[src/rtl/eth_pkg.sv]
// Shared Ethernet definitions: CRC-32 byte step, framing constants and the
// receive state encoding.
package eth_pkg;

    localparam logic [31:0] CRC_POLY      = 32'h04C11DB7;
    localparam logic [31:0] CRC_INIT      = 32'hFFFFFFFF;
    localparam logic [31:0] CRC_RESIDUE   = 32'hC704DD7B;
    localparam logic [7:0]  PREAMBLE_BYTE = 8'h55;
    localparam logic [7:0]  SFD_BYTE      = 8'hD5;

    typedef enum logic [1:0] {
        ST_IDLE,
        ST_PREAMBLE,
        ST_DATA,
        ST_DROP
    } rx_state_t;

    // MSB-first register, data bits consumed LSB first (Ethernet wire order).
    function automatic logic [31:0] NextCRC(input logic [7:0] D, input logic [31:0] C);
        logic [31:0] c;
        logic        fb;
        c = C;
        for (int unsigned i = 0; i < 8; i++) begin
            fb = c[31] ^ D[i];
            c  = {c[30:0], 1'b0} ^ (fb ? CRC_POLY : '0);
        end
        return c;
    endfunction

endpackage

[src/rtl/eth_crc32_byte.sv]
// Registered byte-wide CRC-32 accumulator; residue_ok flags a frame whose
// FCS bytes have been folded in and check out.
module eth_crc32_byte
    import eth_pkg::*;
(
    input  logic        clk,
    input  logic        rst,
    input  logic        init,
    input  logic        en,
    input  logic [7:0]  data,
    output logic [31:0] crc,
    output logic        residue_ok
);

    always_ff @(posedge clk) begin
        if (rst || init) begin
            crc <= CRC_INIT;
        end else if (en) begin
            crc <= NextCRC(data, crc);
        end
    end

    assign residue_ok = (crc == CRC_RESIDUE);

endmodule

[src/rtl/gmii_rx_frame_check.sv]
// GMII receive framer: strips preamble/SFD and FCS, streams the payload with
// sop/eop, checks CRC-32 and length, and counts good and bad frames.
module gmii_rx_frame_check
    import eth_pkg::*;
#(
    parameter int unsigned MIN_LEN = 60,
    parameter int unsigned MAX_LEN = 1514,
    parameter int unsigned CNT_W   = 32
) (
    input  logic             clk,
    input  logic             rst,
    input  logic [7:0]       rx_dat,
    input  logic             rx_dv,
    input  logic             rx_er,
    output logic [7:0]       out_dat,
    output logic             out_valid,
    output logic             out_sop,
    output logic             out_eop,
    output logic             out_crc_err,
    output logic             out_len_err,
    output logic             out_phy_err,
    output logic [15:0]      out_len,
    output logic [CNT_W-1:0] frames_ok,
    output logic [CNT_W-1:0] frames_bad
);

    // byte_cnt counts post-SFD bytes, FCS included, so payload = byte_cnt - 4.
    localparam logic [15:0] OUT_CNT  = 16'd5;
    localparam logic [15:0] MIN_CNT  = 16'(MIN_LEN + 4);
    localparam logic [15:0] MAX_CNT  = 16'(MAX_LEN + 4);
    localparam logic [15:0] CNT_SAT  = 16'(MAX_LEN + 5);

    rx_state_t       state, state_next;
    logic            armed;
    logic [15:0]     byte_cnt;
    logic [4:0][7:0] dly;
    logic [7:0]      held;
    logic            phy_err;

    logic            crc_init, crc_en;
    logic            frame_end, drop_end;
    logic            residue_ok;
    logic [31:0]     crc_unused;
    logic            runt, over, frame_bad;

    eth_crc32_byte u_crc (
        .clk        (clk),
        .rst        (rst),
        .init       (crc_init),
        .en         (crc_en),
        .data       (rx_dat),
        .crc        (crc_unused),
        .residue_ok (residue_ok)
    );

    always_ff @(posedge clk) begin
        if (rst) begin
            state <= ST_IDLE;
        end else begin
            state <= state_next;
        end
    end

    always_comb begin
        state_next = state;
        crc_init   = 1'b0;
        crc_en     = 1'b0;
        frame_end  = 1'b0;
        drop_end   = 1'b0;
        unique case (state)
            ST_IDLE: begin
                if (rx_dv && armed) begin
                    if (!rx_er && rx_dat == PREAMBLE_BYTE) begin
                        state_next = ST_PREAMBLE;
                    end else begin
                        state_next = ST_DROP;
                    end
                end
            end
            ST_PREAMBLE: begin
                if (!rx_dv) begin
                    state_next = ST_IDLE;
                    drop_end   = 1'b1;
                end else if (rx_er) begin
                    state_next = ST_DROP;
                end else if (rx_dat == SFD_BYTE) begin
                    state_next = ST_DATA;
                    crc_init   = 1'b1;
                end else if (rx_dat != PREAMBLE_BYTE) begin
                    state_next = ST_DROP;
                end
            end
            ST_DATA: begin
                if (rx_dv) begin
                    crc_en = 1'b1;
                end else begin
                    state_next = ST_IDLE;
                    frame_end  = 1'b1;
                end
            end
            ST_DROP: begin
                if (!rx_dv) begin
                    state_next = ST_IDLE;
                    drop_end   = 1'b1;
                end
            end
            default: state_next = ST_IDLE;
        endcase
    end

    assign runt      = (byte_cnt < MIN_CNT);
    assign over      = (byte_cnt > MAX_CNT);
    assign frame_bad = !residue_ok || runt || over || phy_err;

    always_ff @(posedge clk) begin
        if (rst) begin
            armed       <= 1'b0;
            byte_cnt    <= '0;
            dly         <= '0;
            held        <= '0;
            phy_err     <= 1'b0;
            out_dat     <= '0;
            out_valid   <= 1'b0;
            out_sop     <= 1'b0;
            out_eop     <= 1'b0;
            out_crc_err <= 1'b0;
            out_len_err <= 1'b0;
            out_phy_err <= 1'b0;
            out_len     <= '0;
            frames_ok   <= '0;
            frames_bad  <= '0;
        end else begin
            out_dat     <= '0;
            out_valid   <= 1'b0;
            out_sop     <= 1'b0;
            out_eop     <= 1'b0;
            out_crc_err <= 1'b0;
            out_len_err <= 1'b0;
            out_phy_err <= 1'b0;
            out_len     <= '0;

            if (!rx_dv) begin
                armed <= 1'b1;
            end

            if (crc_init) begin
                byte_cnt <= '0;
                phy_err  <= 1'b0;
            end

            if (crc_en) begin
                dly <= {dly[3:0], rx_dat};
                if (byte_cnt != CNT_SAT) begin
                    byte_cnt <= byte_cnt + 16'd1;
                end
                if (rx_er) begin
                    phy_err <= 1'b1;
                end
                // Byte MAX_LEN-1 is parked in held so an oversize frame can
                // still close with it as the eop beat once rx_dv drops.
                if (byte_cnt >= OUT_CNT && byte_cnt < MAX_CNT) begin
                    out_valid <= 1'b1;
                    out_dat   <= dly[4];
                    out_sop   <= (byte_cnt == OUT_CNT);
                end else if (byte_cnt == MAX_CNT) begin
                    held <= dly[4];
                end
            end

            if (frame_end) begin
                if (byte_cnt >= OUT_CNT) begin
                    out_valid   <= 1'b1;
                    out_eop     <= 1'b1;
                    out_sop     <= (byte_cnt == OUT_CNT);
                    out_dat     <= over ? held : dly[4];
                    out_crc_err <= !residue_ok;
                    out_len_err <= runt || over;
                    out_phy_err <= phy_err;
                    out_len     <= byte_cnt - 16'd4;
                    if (frame_bad) begin
                        frames_bad <= frames_bad + CNT_W'(1);
                    end else begin
                        frames_ok <= frames_ok + CNT_W'(1);
                    end
                end else begin
                    frames_bad <= frames_bad + CNT_W'(1);
                end
            end else if (drop_end) begin
                frames_bad <= frames_bad + CNT_W'(1);
            end
        end
    end

endmodule

[config.mk]
export PLATFORM = sky130hd
export DESIGN_NAME = gmii_rx_frame_check
export DESIGN_NICKNAME = d
export VERILOG_FILES = /design/src/rtl/eth_pkg.sv /design/src/rtl/eth_crc32_byte.sv /design/src/rtl/gmii_rx_frame_check.sv
export SDC_FILE = /design/constraint.sdc
export NUM_CORES = 1
export LEC_CHECK = 0
export BUFFER_PORTS_ARGS = -buffer_cell sky130_fd_sc_hd__buf_2
export CAP_MARGIN = 25
export CORE_MARGIN = 1
export CORE_UTILIZATION = 40
export DETAILED_ROUTE_END_ITERATION = 12
export GPL_ROUTABILITY_DRIVEN = 0
export GPL_TIMING_DRIVEN = 1
export PLACE_DENSITY_LB_ADDON = 0.1
export SLEW_MARGIN = 20
export SYNTH_ARGS = -nofsm -noshare
export SYNTH_HDL_FRONTEND = slang
export SYNTH_SLANG_ARGS = --single-unit
[constraint.sdc]
create_clock -name clk -period 3.2 [get_ports clk]
set_input_delay 0.8 -clock clk [delete_from_list [all_inputs] [get_ports clk]]
set_output_delay 0.8 -clock clk [all_outputs]
set_load 0.1 [all_outputs]
Word level (Yosys, flattened, before mapping) --
Cells that the tools add are included.
Word-level totals: register bits 194, bits of input ports 12
Cells by class: add/sub/neg operators 4, order comparisons 4, eq/ne operators 14, multiplexer cells 49, bitwise gates (word level) 20, reductions and logical operators 20
Operators with widths (count):
- $xor A32 B32 Y32 | 8
- $mux W27 | 8
- $mux W32 | 4
- $add A32 B1 Y32 const B | 2
- $mux W16 | 3
- $mux W8 | 5
- $eq A32 B32 Y1 const B | 1
- $mux W1 | 21
- $add A16 B1 Y16 const B | 1
- $eq A16 B11 Y1 const B | 1
- $eq A16 B3 Y1 const B | 1
- $ge A16 B3 Y1 const B | 1
- $gt A16 B11 Y1 const B | 1
- $lt A16 B11 Y1 const B | 1
- $lt A16 B7 Y1 const B | 1
- $ne A16 B11 Y1 const B | 1
- $sub A16 B3 Y16 const B | 1
- $mux W2 | 7
- $reduce_and A3 Y1 | 3
- $eq A8 B7 Y1 const B | 1
- $eq A8 B8 Y1 const B | 1
- $ne A8 B7 Y1 const B | 1
- $xor A1 B1 Y1 | 8
- $pmux W2 S3 | 1
- other kinds (14) | 28

Logic depth before layout (Yosys ltp) --
depth in word-level cells 24, gate-level depth with buffers 11

By module --
From an unflattened synthesis, not the netlist that was laid out.
Second synthesis, totals: cells, all modules 1031, area, all modules 9167.5 um^2
Modules (own cells, without submodules):
- gmii_rx_frame_check | instances 1, cells an instance 845, area an instance 7090.6 um^2, seq. area each 3243.1 um^2
- eth_crc32_byte | instances 1, cells an instance 186, area an instance 2077.0 um^2, seq. area each 640.6 um^2

Worst setup path after synthesis --
Ideal clock, no wire load.
kind register to register, start point reg frames_ok[10], end point reg frames_ok[29], arrival 3.215 ns, data required time 3.130 ns, path slack -0.086 ns, stages on the path, launching flop included 8, buffers on the path 1, clock period less this slack 3.286 ns, cell sequence dfxtp_1 nand4_1 or4_1 clkbuf_1 nor3_1 nand3_1 or4_1 a21oi_1
On the way: longest elaborated chain between the ends 1
RTL lines:
- from (decl) | RTL line gmii_rx_frame_check.sv:23 | output logic [CNT_W-1:0] frames_ok,
- from (signal assigned) | RTL line gmii_rx_frame_check.sv:183 | frames_ok <= frames_ok + CNT_W'(1);
- $add A32 B1 Y32 | RTL line gmii_rx_frame_check.sv:183
No other way between the ends. A chain may end at the register's enable or synchronous reset.

Worst setup path after layout --
start point reg u_crc.crc[5], end point reg frames_ok[26]
On the way: longest elaborated chain between the ends 7
RTL lines:
- from (decl) | RTL line eth_crc32_byte.sv:11 | output logic [31:0] crc,
- from (signal assigned) | RTL line eth_crc32_byte.sv:19 | crc <= NextCRC(data, crc);
- $eq A32 B32 Y1 | RTL line eth_crc32_byte.sv:23 | assign residue_ok = (crc == CRC_RESIDUE);
- $logic_not A1 Y1 | RTL line gmii_rx_frame_check.sv:113 | assign frame_bad = !residue_ok || runt || over || phy_err;
- $logic_or A1 B1 Y1 (3 in a row) | RTL line gmii_rx_frame_check.sv:113
- $not A1 Y1 (no source line)
- $reduce_and A3 Y1 (no source line)
No other way between the ends.

==> flow_results.xml <==
<?xml version="1.0" encoding="UTF-8"?>
<metrics>
  <group name="power_and_ir_drop">
    <metric name="leakagePower" unit="nW">4.04</metric>
    <metric name="power_density" unit="nW/um2">487</metric>
    <metric name="ir_drop" unit="mV">0.296</metric>
  </group>
  <group name="synth">
    <metric name="synthesized_area" unit="um2">8790</metric>
    <metric name="yosys.cell_types.count" unit="">58</metric>
    <metric name="postSynth.topFlopCell" unit="">dfxtp_1</metric>
    <metric name="yosys_register_bits" unit="">194</metric>
    <metric name="ys.warnings.count" unit="">0</metric>
    <metric name="netlist_top_cells_area" unit="">dfxtp_1 44%, nand2_1 6.6%, a21oi_1 6.5%, xnor2_1 5.6%, xor2_1 3.0%</metric>
    <metric name="async_reset_ff_share" unit="%">0</metric>
    <metric name="syn-num-nets" unit="">1057</metric>
    <metric name="yosysTopAreaCellShare" unit="%">44.2</metric>
    <metric name="yosys.cell_count.top_type" unit="">dfxtp_1</metric>
    <metric name="yosys.area.top_type" unit="">dfxtp_1</metric>
    <metric name="synthCells" unit="">1037</metric>
    <metric name="synth-edff-count" unit="">0</metric>
    <metric name="ys_seq_area_share" unit="%">44.2</metric>
    <metric name="post_synth.cell_area_avg" unit="um2">8.48</metric>
    <metric name="ys_top_cells_by_count" unit="">194 x dfxtp_1, 154 x nand2_1, 114 x a21oi_1</metric>
  </group>
  <group name="clock_tree">
    <metric name="holdBufCountCts" unit="">0</metric>
    <metric name="root_buffer" unit="">clkbuf_16</metric>
    <metric name="post_cts.resized_instances" unit="">0</metric>
    <metric name="cts_num_sinks" unit="">194</metric>
    <metric name="clk_path_buf_depth" unit="">2</metric>
    <metric name="clk_pin_slew_worst_paths" unit="ns">0.08</metric>
    <metric name="tritoncts_clock_tree" unit="">yes</metric>
    <metric name="post-cts-setup-buffer-count" unit="">0</metric>
    <metric name="cts_made_buffers" unit="">17</metric>
    <metric name="clock_tree.htree_level_count" unit="">4</metric>
    <metric name="clkLatencyLatePin" unit="ns">0.43</metric>
  </group>
  <group name="layout">
    <metric name="n_antenna_cell" unit="">0</metric>
    <metric name="area_growth_syn_to_fin" unit="%">18.9</metric>
    <metric name="net_count_of_the_finished_layout" unit="">1173</metric>
    <metric name="drive_gt1_share" unit="%">18.4</metric>
  </group>
  <group name="setup_path">
    <metric name="critical_path_required" unit="ns">3.57</metric>
    <metric name="reg2reg_slack" unit="ns">0.29</metric>
    <metric name="critical_register_to_register_path_startpoint" unit="">u_crc.crc[5]$_SDFFE_PP1P_</metric>
    <metric name="path_cells" unit="">nand4_1, or4_1, or4_4, or4_4, buf_4, or3_1, a21oi_1</metric>
    <metric name="cp_max_fo" unit="">10</metric>
    <metric name="r2r_end" unit="">frames_ok[26]$_SDFFE_PP0P_</metric>
    <metric name="crit_path_top_delay_cell" unit="">or4_4</metric>
    <metric name="critPathMaxStageDelay" unit="ns">0.59</metric>
    <metric name="crit_arrival" unit="ns">3.28</metric>
    <metric name="cp-start-kind" unit="">register</metric>
    <metric name="critical-path-top-cell-by-count" unit="">or4_4</metric>
    <metric name="path_class" unit="">register to register</metric>
    <metric name="setup.worst_path.end_class" unit="">register</metric>
    <metric name="reg2reg_depth" unit="">7</metric>
    <metric name="cpLargestDelayFamily" unit="">simple AND/OR/NAND/NOR gates</metric>
    <metric name="timing.critical_path.buf_inv" unit="">1</metric>
  </group>
  <group name="routing">
    <metric name="drt_drc_violations_left" unit="">0</metric>
    <metric name="routedWlPerCell" unit="um">15.2</metric>
    <metric name="drtPass1Iterations" unit="">5</metric>
    <metric name="post_drt_via_cell_ratio" unit="">5.28</metric>
    <metric name="routed_length_on_met3" unit="um">957</metric>
    <metric name="detailedRoute.firstIterationViolations" unit="">452</metric>
    <metric name="vias" unit="">7607</metric>
    <metric name="route.layer.met1.wl" unit="mm">10.8</metric>
    <metric name="totalWireLength" unit="mm">21.9</metric>
    <metric name="wl_met2" unit="mm">10.0</metric>
    <metric name="uppermost_routed_layer" unit="">met4</metric>
    <metric name="drt.antenna.violating_nets" unit="">0</metric>
  </group>
  <group name="grt">
    <metric name="first_global_vias" unit="">6807</metric>
    <metric name="globalRoute.totalOverflow" unit="">0</metric>
    <metric name="grt_antenna_before_repair" unit="">0</metric>
    <metric name="grt_first_pass_wirelength" unit="mm">35.4</metric>
    <metric name="grt_usage" unit="%">19.8</metric>
    <metric name="grt_start_max_net_pins" unit="">103</metric>
  </group>
  <group name="floorplanning">
    <metric name="ios" unit="">106</metric>
    <metric name="core-area" unit="um2">21300</metric>
    <metric name="die-width" unit="um">150</metric>
    <metric name="initial_core_util" unit="%">41.3</metric>
    <metric name="placementRows" unit="">53</metric>
    <metric name="die_height" unit="um">150</metric>
    <metric name="die_area" unit="um2">22600</metric>
  </group>
  <group name="sta">
    <metric name="timing.final.crit_share" unit="%">90.9</metric>
    <metric name="finalMaxSlewViolations" unit="">0</metric>
    <metric name="worst_slew_margin_relative_to_its_limit" unit="%">62.1</metric>
    <metric name="final-setup-viol-count" unit="">0</metric>
    <metric name="finalHoldViolations" unit="">0</metric>
    <metric name="setup_tns" unit="ns">0</metric>
    <metric name="final_period_minus_worst_setup_slack" unit="ns">2.91</metric>
    <metric name="final.hold.worst_slack" unit="ns">0.452</metric>
    <metric name="fin_worst_skew" unit="ns">0.0108</metric>
    <metric name="max_clock_freq" unit="MHz">344</metric>
    <metric name="grt_setup_unrepaired" unit="">false</metric>
    <metric name="worst_slew_pin_slew" unit="ns">0.565</metric>
  </group>
  <group name="outcome">
    <metric name="status" unit="">finished clean</metric>
  </group>
  <group name="min_path">
    <metric name="worstHoldPathType" unit="">register to register</metric>
    <metric name="min_path_cells" unit="">2</metric>
    <metric name="worstHoldEndpoint" unit="">dly[27]$_SDFFE_PP0P_</metric>
    <metric name="hold_path_startpoint" unit="">dly[19]$_SDFFE_PP0P_</metric>
  </group>
  <group name="placed_design">
    <metric name="io_buffer_count" unit="">105</metric>
    <metric name="dp_hpwl" unit="mm">15.4</metric>
  </group>
  <group name="flow_run">
    <metric name="drv_cap" unit="">0</metric>
  </group>
</metrics>
## layout by cell type (no fill, tap or decap), types with 5 or more instances in the layout
cell / instances
nor3_1: 10
nand2_1: 154
nor2_1: 61
or3_1: 41
ha_1: 8
a21oi_1: 114
nand4_1: 23
xnor2_1: 56
or4b_2: 5
nand3_1: 30
and2_1: 5
buf_2: 104
o21ai_0: 45
nor4_1: 8
nand2b_1: 8
and4_1: 7
o41ai_1: 6
a22o_1: 8
nand4b_1: 8
o211ai_1: 27
and3_1: 16
a31o_2: 6
o31ai_1: 15
or4_1: 17
xor2_1: 30
inv_1: 21
dfxtp_1: 190
clkbuf_16: 17
mux2i_1: 9
buf_4: 49
## power by group
| group | switching (mW) | internal, mW |
|---|---|---|
| logic | 0.291 | 0.225 |
| registers | 0.0237 | 2.44 |
| clock network | 1.06 | 1.05 |
| total | 1.38 | 3.71 |
## layout make-up
type / count / area [um2]
Tap cell: 275 / 344
Sequential cell: 194 / 3890
Inverter: 22 / 82.6
Clock inverter: 15 / 168
Fill cell: 2112 / 10800
Multi-Input combinational cell: 763 / 4620
Clock buffer: 17 / 425
Timing Repair Buffer: 155 / 928
## logic make-up (layout without fill, tap and decap cells)
kind of cell,Yosys count,in the layout,synth area share [%]
and+or+nand+nor,413,413,24.1
xor gates and xnor gates,89,89,9.42
buffers and inverters,80,209,3.50
muxes,10,10,1.15
DFF,194,194,44.2
AOI/OAI and AO/OA,243,243,16.6
adders and majority gates,8,8,1.14
## per-stage QoR
step | setup WS, ns | total power [mW] | utilization, % | std cells | instance area [um2]
after floorplan | 0.107 | 2.88 | - | 1037 | 8800
after global placement | 0.148 | 3.05 | 46.3 | 1409 | 9860
after detailed placement | 0.120 | 3.03 | 46.3 | 1409 | 9860
after CTS | 0.116 | 5.15 | 49.1 | 1441 | 10500
after global routing | 0.0790 | 5.31 | 49.1 | 1441 | 10500
final | 0.291 | 5.09 | 49.1 | 1441 | 10500
## sequential cells by signal, summed over array words and instances (netlist names), 8 cells and up
| register | flops |
|---|---|
| frames_bad | 32 |
| out_dat | 8 |
| out_len | 16 |
| frames_ok | 32 |
| dly | 40 |
| held | 8 |
| byte_cnt | 16 |
| u_crc.crc | 32 |
## per-layer routing
metal	GRT usage, %	vias to the layer above
met1	27.2	3537
li1	-	3924
met2	31.7	131
met5	0	-
met3	3.73	15
met4	5.10	0
## worst max path at each step
stage	slack [ns]	endpoint	start	depth (start not counted)
2_1_floorplan	0.11	frames_ok[29]$_SDFFE_PP0P_	frames_ok[14]$_SDFFE_PP0P_	7
3_3_place_gp	0.15	frames_ok[12]$_SDFFE_PP0P_	rx_dv	7
3_5_place_dp	0.12	frames_ok[26]$_SDFFE_PP0P_	rx_dv	7
4_1_cts	0.12	frames_ok[26]$_SDFFE_PP0P_	u_crc.crc[5]$_SDFFE_PP1P_	7
5_1_grt	0.08	frames_ok[8]$_SDFFE_PP0P_	u_crc.crc[16]$_SDFFE_PP1P_	8
6_report	0.29	frames_ok[26]$_SDFFE_PP0P_	u_crc.crc[5]$_SDFFE_PP1P_	7
## tightest hold or removal path: stages, from the launching register on
cell and delay, ns:
dfxtp_1 0.31, nand2_1 0.05, a21oi_1 0.05
(Power assumes the default switching activity.)
